==> config.mk <==
export PLATFORM = sky130hd
export DESIGN_NAME = seq_serializer
export DESIGN_NICKNAME = d
export VERILOG_FILES = /design/src/rtl/seq_ser_pkg.sv /design/src/rtl/seq_ser_shreg.sv /design/src/rtl/seq_serializer.sv
export SDC_FILE = /design/constraint.sdc
export NUM_CORES = 1
export LEC_CHECK = 0
export ABC_AREA = 1
export CORE_ASPECT_RATIO = 1.2
export CORE_MARGIN = 8
export CORE_UTILIZATION = 45
export DETAILED_ROUTE_END_ITERATION = 8
export GPL_ROUTABILITY_DRIVEN = 1
export PLACE_DENSITY = 0.7
export REMOVE_ABC_BUFFERS = 1
export SLEW_MARGIN = 20
export SYNTH_ARGS = -nofsm -noshare
export SYNTH_HDL_FRONTEND = slang
export SYNTH_SLANG_ARGS = --single-unit
==> constraint.sdc <==
create_clock -name clock -period 1.64 [get_ports clock]
set_clock_uncertainty 0.05 [all_clocks]
set_input_delay 0.164 -clock clock [delete_from_list [all_inputs] [get_ports clock]]
set_output_delay 0.164 -clock clock [all_outputs]
set_load 0.02 [all_outputs]
==> src/rtl/seq_ser_pkg.sv <==
// Shared types and sizing helpers for the sequence-detector feeder (seq_serializer).
// Optional feature macro: SER_PARITY_EN appends one even-parity bit to every word.
package seq_ser_pkg;

   typedef enum logic [1:0] {
      S_IDLE  = 2'b00,
      S_SHIFT = 2'b01,
      S_GAP   = 2'b10
   } state_t;

`ifdef SER_PARITY_EN
   localparam int PARITY_BITS = 1;
`else
   localparam int PARITY_BITS = 0;
`endif

   // Width of a down-counter holding values 0..n-1, never narrower than one bit.
   function automatic int cnt_width(input int n);
      return (n <= 2) ? 1 : $clog2(n);
   endfunction

endpackage

==> src/rtl/seq_ser_shreg.sv <==
// Load/shift register for seq_serializer; exposes the head bit of the value being written.
// With SER_PARITY_EN defined the loaded word carries a trailing even-parity bit.
module seq_ser_shreg
   import seq_ser_pkg::*;
#(
   parameter int WIDTH     = 8,
   parameter int MSB_FIRST = 1
) (
   input  logic             clock,
   input  logic             reset,
   input  logic             load,
   input  logic             shift,
   input  logic [WIDTH-1:0] data_in,
   output logic             head_next
);

   localparam int NBITS = WIDTH + PARITY_BITS;

   logic [NBITS-1:0] shreg;
   logic [NBITS-1:0] shreg_next;
   logic [NBITS-1:0] load_word;

   // The parity bit sits at the far end so it always leaves after the data bits.
   always_comb begin
`ifdef SER_PARITY_EN
      if (MSB_FIRST != 0) begin
         load_word = {data_in, ^data_in};
      end else begin
         load_word = {^data_in, data_in};
      end
`else
      load_word = data_in;
`endif
   end

   always_comb begin
      shreg_next = shreg;
      if (load) begin
         shreg_next = load_word;
      end else if (shift) begin
         if (MSB_FIRST != 0) begin
            shreg_next = {shreg[NBITS-2:0], 1'b0};
         end else begin
            shreg_next = {1'b0, shreg[NBITS-1:1]};
         end
      end
   end

   assign head_next = (MSB_FIRST != 0) ? shreg_next[NBITS-1] : shreg_next[0];

   always_ff @(posedge clock) begin
      if (reset) begin
         shreg <= '0;
      end else begin
         shreg <= shreg_next;
      end
   end

endmodule

==> src/rtl/seq_serializer.sv <==
// Parallel-to-serial feeder for the sequence detector: valid/ready word input, one bit per clock out.
// Optional feature macro: SER_PARITY_EN (even-parity bit after each word, NBITS = WIDTH+1).
module seq_serializer
   import seq_ser_pkg::*;
#(
   parameter int WIDTH      = 8,
   parameter int GAP_CYCLES = 0,
   parameter int MSB_FIRST  = 1
) (
   input  logic             clock,
   input  logic             reset,
   input  logic [WIDTH-1:0] data_in,
   input  logic             data_valid,
   output logic             data_ready,
   output logic             seq_out,
   output logic             seq_valid,
   output logic             busy,
   output logic             word_done
);

   localparam int NBITS = WIDTH + PARITY_BITS;
   localparam int BIT_W = cnt_width(NBITS);
   localparam int GAP_W = cnt_width(GAP_CYCLES);
   localparam bit BACK_TO_BACK = (GAP_CYCLES == 0);

   state_t           state;
   state_t           state_next;
   logic [BIT_W-1:0] bitcnt;
   logic [BIT_W-1:0] bitcnt_next;
   logic [GAP_W-1:0] gapcnt;
   logic [GAP_W-1:0] gapcnt_next;
   logic             last_bit;
   logic             accept;
   logic             load;
   logic             shift;
   logic             head_next;

   seq_ser_shreg #(
      .WIDTH     (WIDTH),
      .MSB_FIRST (MSB_FIRST)
   ) u_shreg (
      .clock     (clock),
      .reset     (reset),
      .load      (load),
      .shift     (shift),
      .data_in   (data_in),
      .head_next (head_next)
   );

   // Without a gap, the last bit cycle doubles as an accept window for a seamless stream.
   assign last_bit   = (state == S_SHIFT) && (bitcnt == '0);
   assign data_ready = !reset && ((state == S_IDLE) || (BACK_TO_BACK && last_bit));
   assign accept     = data_valid && data_ready;

   always_comb begin
      state_next  = state;
      bitcnt_next = bitcnt;
      gapcnt_next = gapcnt;
      load        = 1'b0;
      shift       = 1'b0;
      unique case (state)
         S_IDLE: begin
            if (accept) begin
               load        = 1'b1;
               bitcnt_next = BIT_W'(NBITS - 1);
               state_next  = S_SHIFT;
            end
         end
         S_SHIFT: begin
            if (bitcnt != '0) begin
               shift       = 1'b1;
               bitcnt_next = bitcnt - BIT_W'(1);
            end else if (accept) begin
               load        = 1'b1;
               bitcnt_next = BIT_W'(NBITS - 1);
            end else if (GAP_CYCLES > 0) begin
               gapcnt_next = GAP_W'(GAP_CYCLES - 1);
               state_next  = S_GAP;
            end else begin
               state_next  = S_IDLE;
            end
         end
         S_GAP: begin
            if (gapcnt == '0) begin
               state_next  = S_IDLE;
            end else begin
               gapcnt_next = gapcnt - GAP_W'(1);
            end
         end
         default: begin
            state_next = S_IDLE;
         end
      endcase
   end

   // Outputs are registered from the next-state values so they line up with the state they describe.
   always_ff @(posedge clock) begin
      if (reset) begin
         state     <= S_IDLE;
         bitcnt    <= '0;
         gapcnt    <= '0;
         seq_out   <= 1'b0;
         seq_valid <= 1'b0;
         busy      <= 1'b0;
         word_done <= 1'b0;
      end else begin
         state     <= state_next;
         bitcnt    <= bitcnt_next;
         gapcnt    <= gapcnt_next;
         seq_out   <= (state_next == S_SHIFT) && head_next;
         seq_valid <= (state_next == S_SHIFT);
         busy      <= (state_next != S_IDLE);
         word_done <= (state_next == S_SHIFT) && (bitcnt_next == '0);
      end
   end

endmodule

==> flow_metrics.py <==
metrics = {
    "detailed_routing": {
        "firstDrtPassIters": 4,
        "drc": 0,
        "wl_per_cell_um": 11.5,
        "postRouteAntennaNets": 0,
        "vias_per_cell": 5.04,
        "drt_iter0_drc": 36,
        "drt-total-wl_um": 1900,
        "via_count": 831,
    },
    "synth": {
        "synthDistinctLibCells": 22,
        "synth_seq_cells": 17,
        "synth_cells": 123,
        "syn_area_sq_um": 891,
        "avgSynthCellArea_sq_um": 7.24,
        "yosysWarnings": 0,
        "ys_seq_area_share_pct": 38.2,
    },
    "setup_path": {
        "cp-start-kind": "register",
        "critPathBufInv": 3,
        "critical-path-top-delay-family": "flip-flops",
        "crit_top_cell": "inv_1",
        "reg2regPathDepth": 9,
        "critPathKind": "reg -> out",
        "crit_chain": "inv_1 -> ha_2 -> nand2_2 -> nand2_4 -> nand2_1 -> inv_1 -> buf_2",
        "required_ns": 1.43,
        "max_stage_delay_ns": 0.33,
        "endpoint_kind": "output pin",
        "r2r_slack_ns": 0.17,
        "rr_startpoint": "bitcnt[0]$_SDFF_PP0_",
        "crit_fanout": 2,
        "r2r_end": "u_shreg.shreg[4]$_SDFFE_PP0P_",
        "critPathArrivalTime_ns": 1.26,
        "crit_path_top_delay_cell": "dfxtp_2",
    },
    "placement": {
        "gp_congestion": 0.780,
        "port_buffers": 15,
        "hpwl_um": 1370,
        "pre_cts_ws_ns": -0.0798,
    },
    "outcome": {
        "status": "complete, no violations",
    },
    "global_routing": {
        "grt_remaining_overflow": 0,
        "grt_pass1_vias": 708,
        "grt_max_degree": 22,
        "gr-usage-all-layers_pct": 9.51,
        "grt_pass1_wl_um": 2900,
        "antenna_found_initial": 0,
    },
    "clock_tree": {
        "cts_buffers": 3,
        "cts_sinks": 17,
        "cts.path.max_buffers": 2,
        "clkTransAtPathRegs_ns": 0.10,
        "clk_latency_ns": 0.29,
        "clock_tree.root_cell": "clkbuf_4",
        "cts_tree": "yes",
        "h-tree-depth": 1,
        "post_cts_buffers": 0,
    },
    "cells_and_area": {
        "fin_nets": 160,
        "seq_area_sq_um": 343,
        "area_growth_pct": 26.5,
        "fillers": 177,
        "antenna_cells": 0,
        "multi_input_area_sq_um": 454,
        "drive_gt1_share_pct": 17.8,
    },
    "die": {
        "rows": 17,
        "core_area_sq_um": 1850,
        "die_w_um": 56.6,
        "dieArea_sq_um": 3670,
        "io_pins": 16,
        "die_h_um": 64.7,
        "initial_core_util_pct": 48.1,
    },
    "worst_hold_path": {
        "hold_start": "data_in[0]",
        "hold_path_end": "u_shreg.shreg[0]$_SDFFE_PP0P_",
        "whs_path_depth": 3,
        "hold_path.class": "in -> reg",
    },
    "timing": {
        "drv_slew": 0,
        "rsz0062_at_grt": "false",
        "hold_viol_final": 0,
        "finalSetupViolCount": 0,
        "fmax_mhz": 677,
        "fin_hold_ws_ns": 0.382,
        "postLayoutSetupSlackWorst_ns": 0.164,
        "final.period_utilization_pct": 90.0,
        "period_minus_slack_ns": 1.48,
    },
    "power": {
        "power_density_nw_per_um2": 731,
        "ir_drop_uv": 479,
        "p_leak_nw": 0.556,
        "design_power_total_uw": 824,
    },
    "flow_run": {
        "maxCapViolations": 0,
    },
}
## layout make-up
cell class,count,share of cell area [%]
Timing Repair Buffer,24,18.9
Clock buffer,4,2.33
Multi-Input combinational cell,83,40.3
Tap cell,19,2.11
Sequential cell,17,30.4
Inverter,18,5.99
## where the power goes
| group | internal, mW | switching (mW) |
|---|---|---|
| Sequential | 0.433 | 0.0115 |
| Combinational | 0.0734 | 0.0807 |
| Clock | 0.0945 | 0.131 |
| Total | 0.601 | 0.223 |
## registers in the layout, summed over array words and instances (netlist names)
name,count
word_done,1
state,2
bitcnt,3
seq_valid,1
u_shreg.shreg,8
busy,1
seq_out,1
## cells by family (layout without fill, tap and decap cells)
logic type      count (synthesis)  count (layout)  synth area share (%)
simple gates                   66              67                  37.8
flops                          17              17                  38.2
other cells                     1               1                 0.421
compound gates                 13              13                  8.01
fa+ha+maj                       2               2                  2.81
buf+inv                        24              46                  12.8
## worst register-to-register path, cell delays in order (launching register included)
cell	delay (ns)
dfxtp_2	0.33
inv_1	0.07
ha_2	0.19
nand2_2	0.08
nand2_4	0.06
buf_4	0.13
nand3_2	0.19
nand2_1	0.11
nand2_1	0.06
a21oi_1	0.13
## synth_stat cells (all sizes together)
library cell  count  area, sq um
nand2            37          151
inv              18         67.6
dfxtp            17          340
a21oi            12         63.8
nand3            12         77.6
nor2             10         63.8
nand4             7         43.8
buf               5         42.5
ha                2         25.0
clkbuf            1         3.75
conb              1         3.75
o21bai            1         7.51
## worst max-delay path by stage
| stage | start | endpoint | cells after the start |
|---|---|---|---|
| 2_1_floorplan | bitcnt[0]$_SDFF_PP0_ | bitcnt[1]$_SDFF_PP0_ | 8 |
| 3_3_place_gp | reset | data_ready | 5 |
| 3_5_place_dp | reset | data_ready | 5 |
| 4_1_cts | bitcnt[0]$_SDFF_PP0_ | data_ready | 7 |
| 5_1_grt | bitcnt[0]$_SDFF_PP0_ | word_done$_SDFF_PP0_ | 9 |
| 6_report | bitcnt[0]$_SDFF_PP0_ | data_ready | 7 |
## cell usage in the layout, fill, tap and decap left out, types with 2 or more instances in the layout
cell             count
nand2_4              2
dfxtp_2              2
nand3_1             10
inv_1               18
buf_4                9
dfxtp_1             15
nand3_2              2
a21oi_1             11
nand4_1              7
clkdlybuf4s50_1     14
clkbuf_4             3
nand2_1             34
nor2_1               7
## metrics by stage
step	std cells	setup TNS [ns]	utilization (%)	area (sq um)
2_1_floorplan	117	0	-	845
3_3_place_gp	160	-0.0682	58.7	1090
3_5_place_dp	160	-0.0798	58.7	1090
4_1_cts	164	0	60.2	1110
5_1_grt	165	0	60.9	1130
6_report	165	0	60.9	1130
## layer usage
layer / vias to the layer above / global-route usage, % / routed length, um
met5: - / 0 / 0
met4: 0 / 3.61 / 19
met3: 4 / 3.51 / 91
met2: 23 / 15.7 / 945
met1: 372 / 10.9 / 845
li1: 432 / - / -
## what timing repair did
action	in CTS	in global routing
setup endpoints to repair	1	5
resized for setup	3	5
hold buffers	0	0
cloned	0	1
Note: power is estimated with default switching activity, not from simulation.
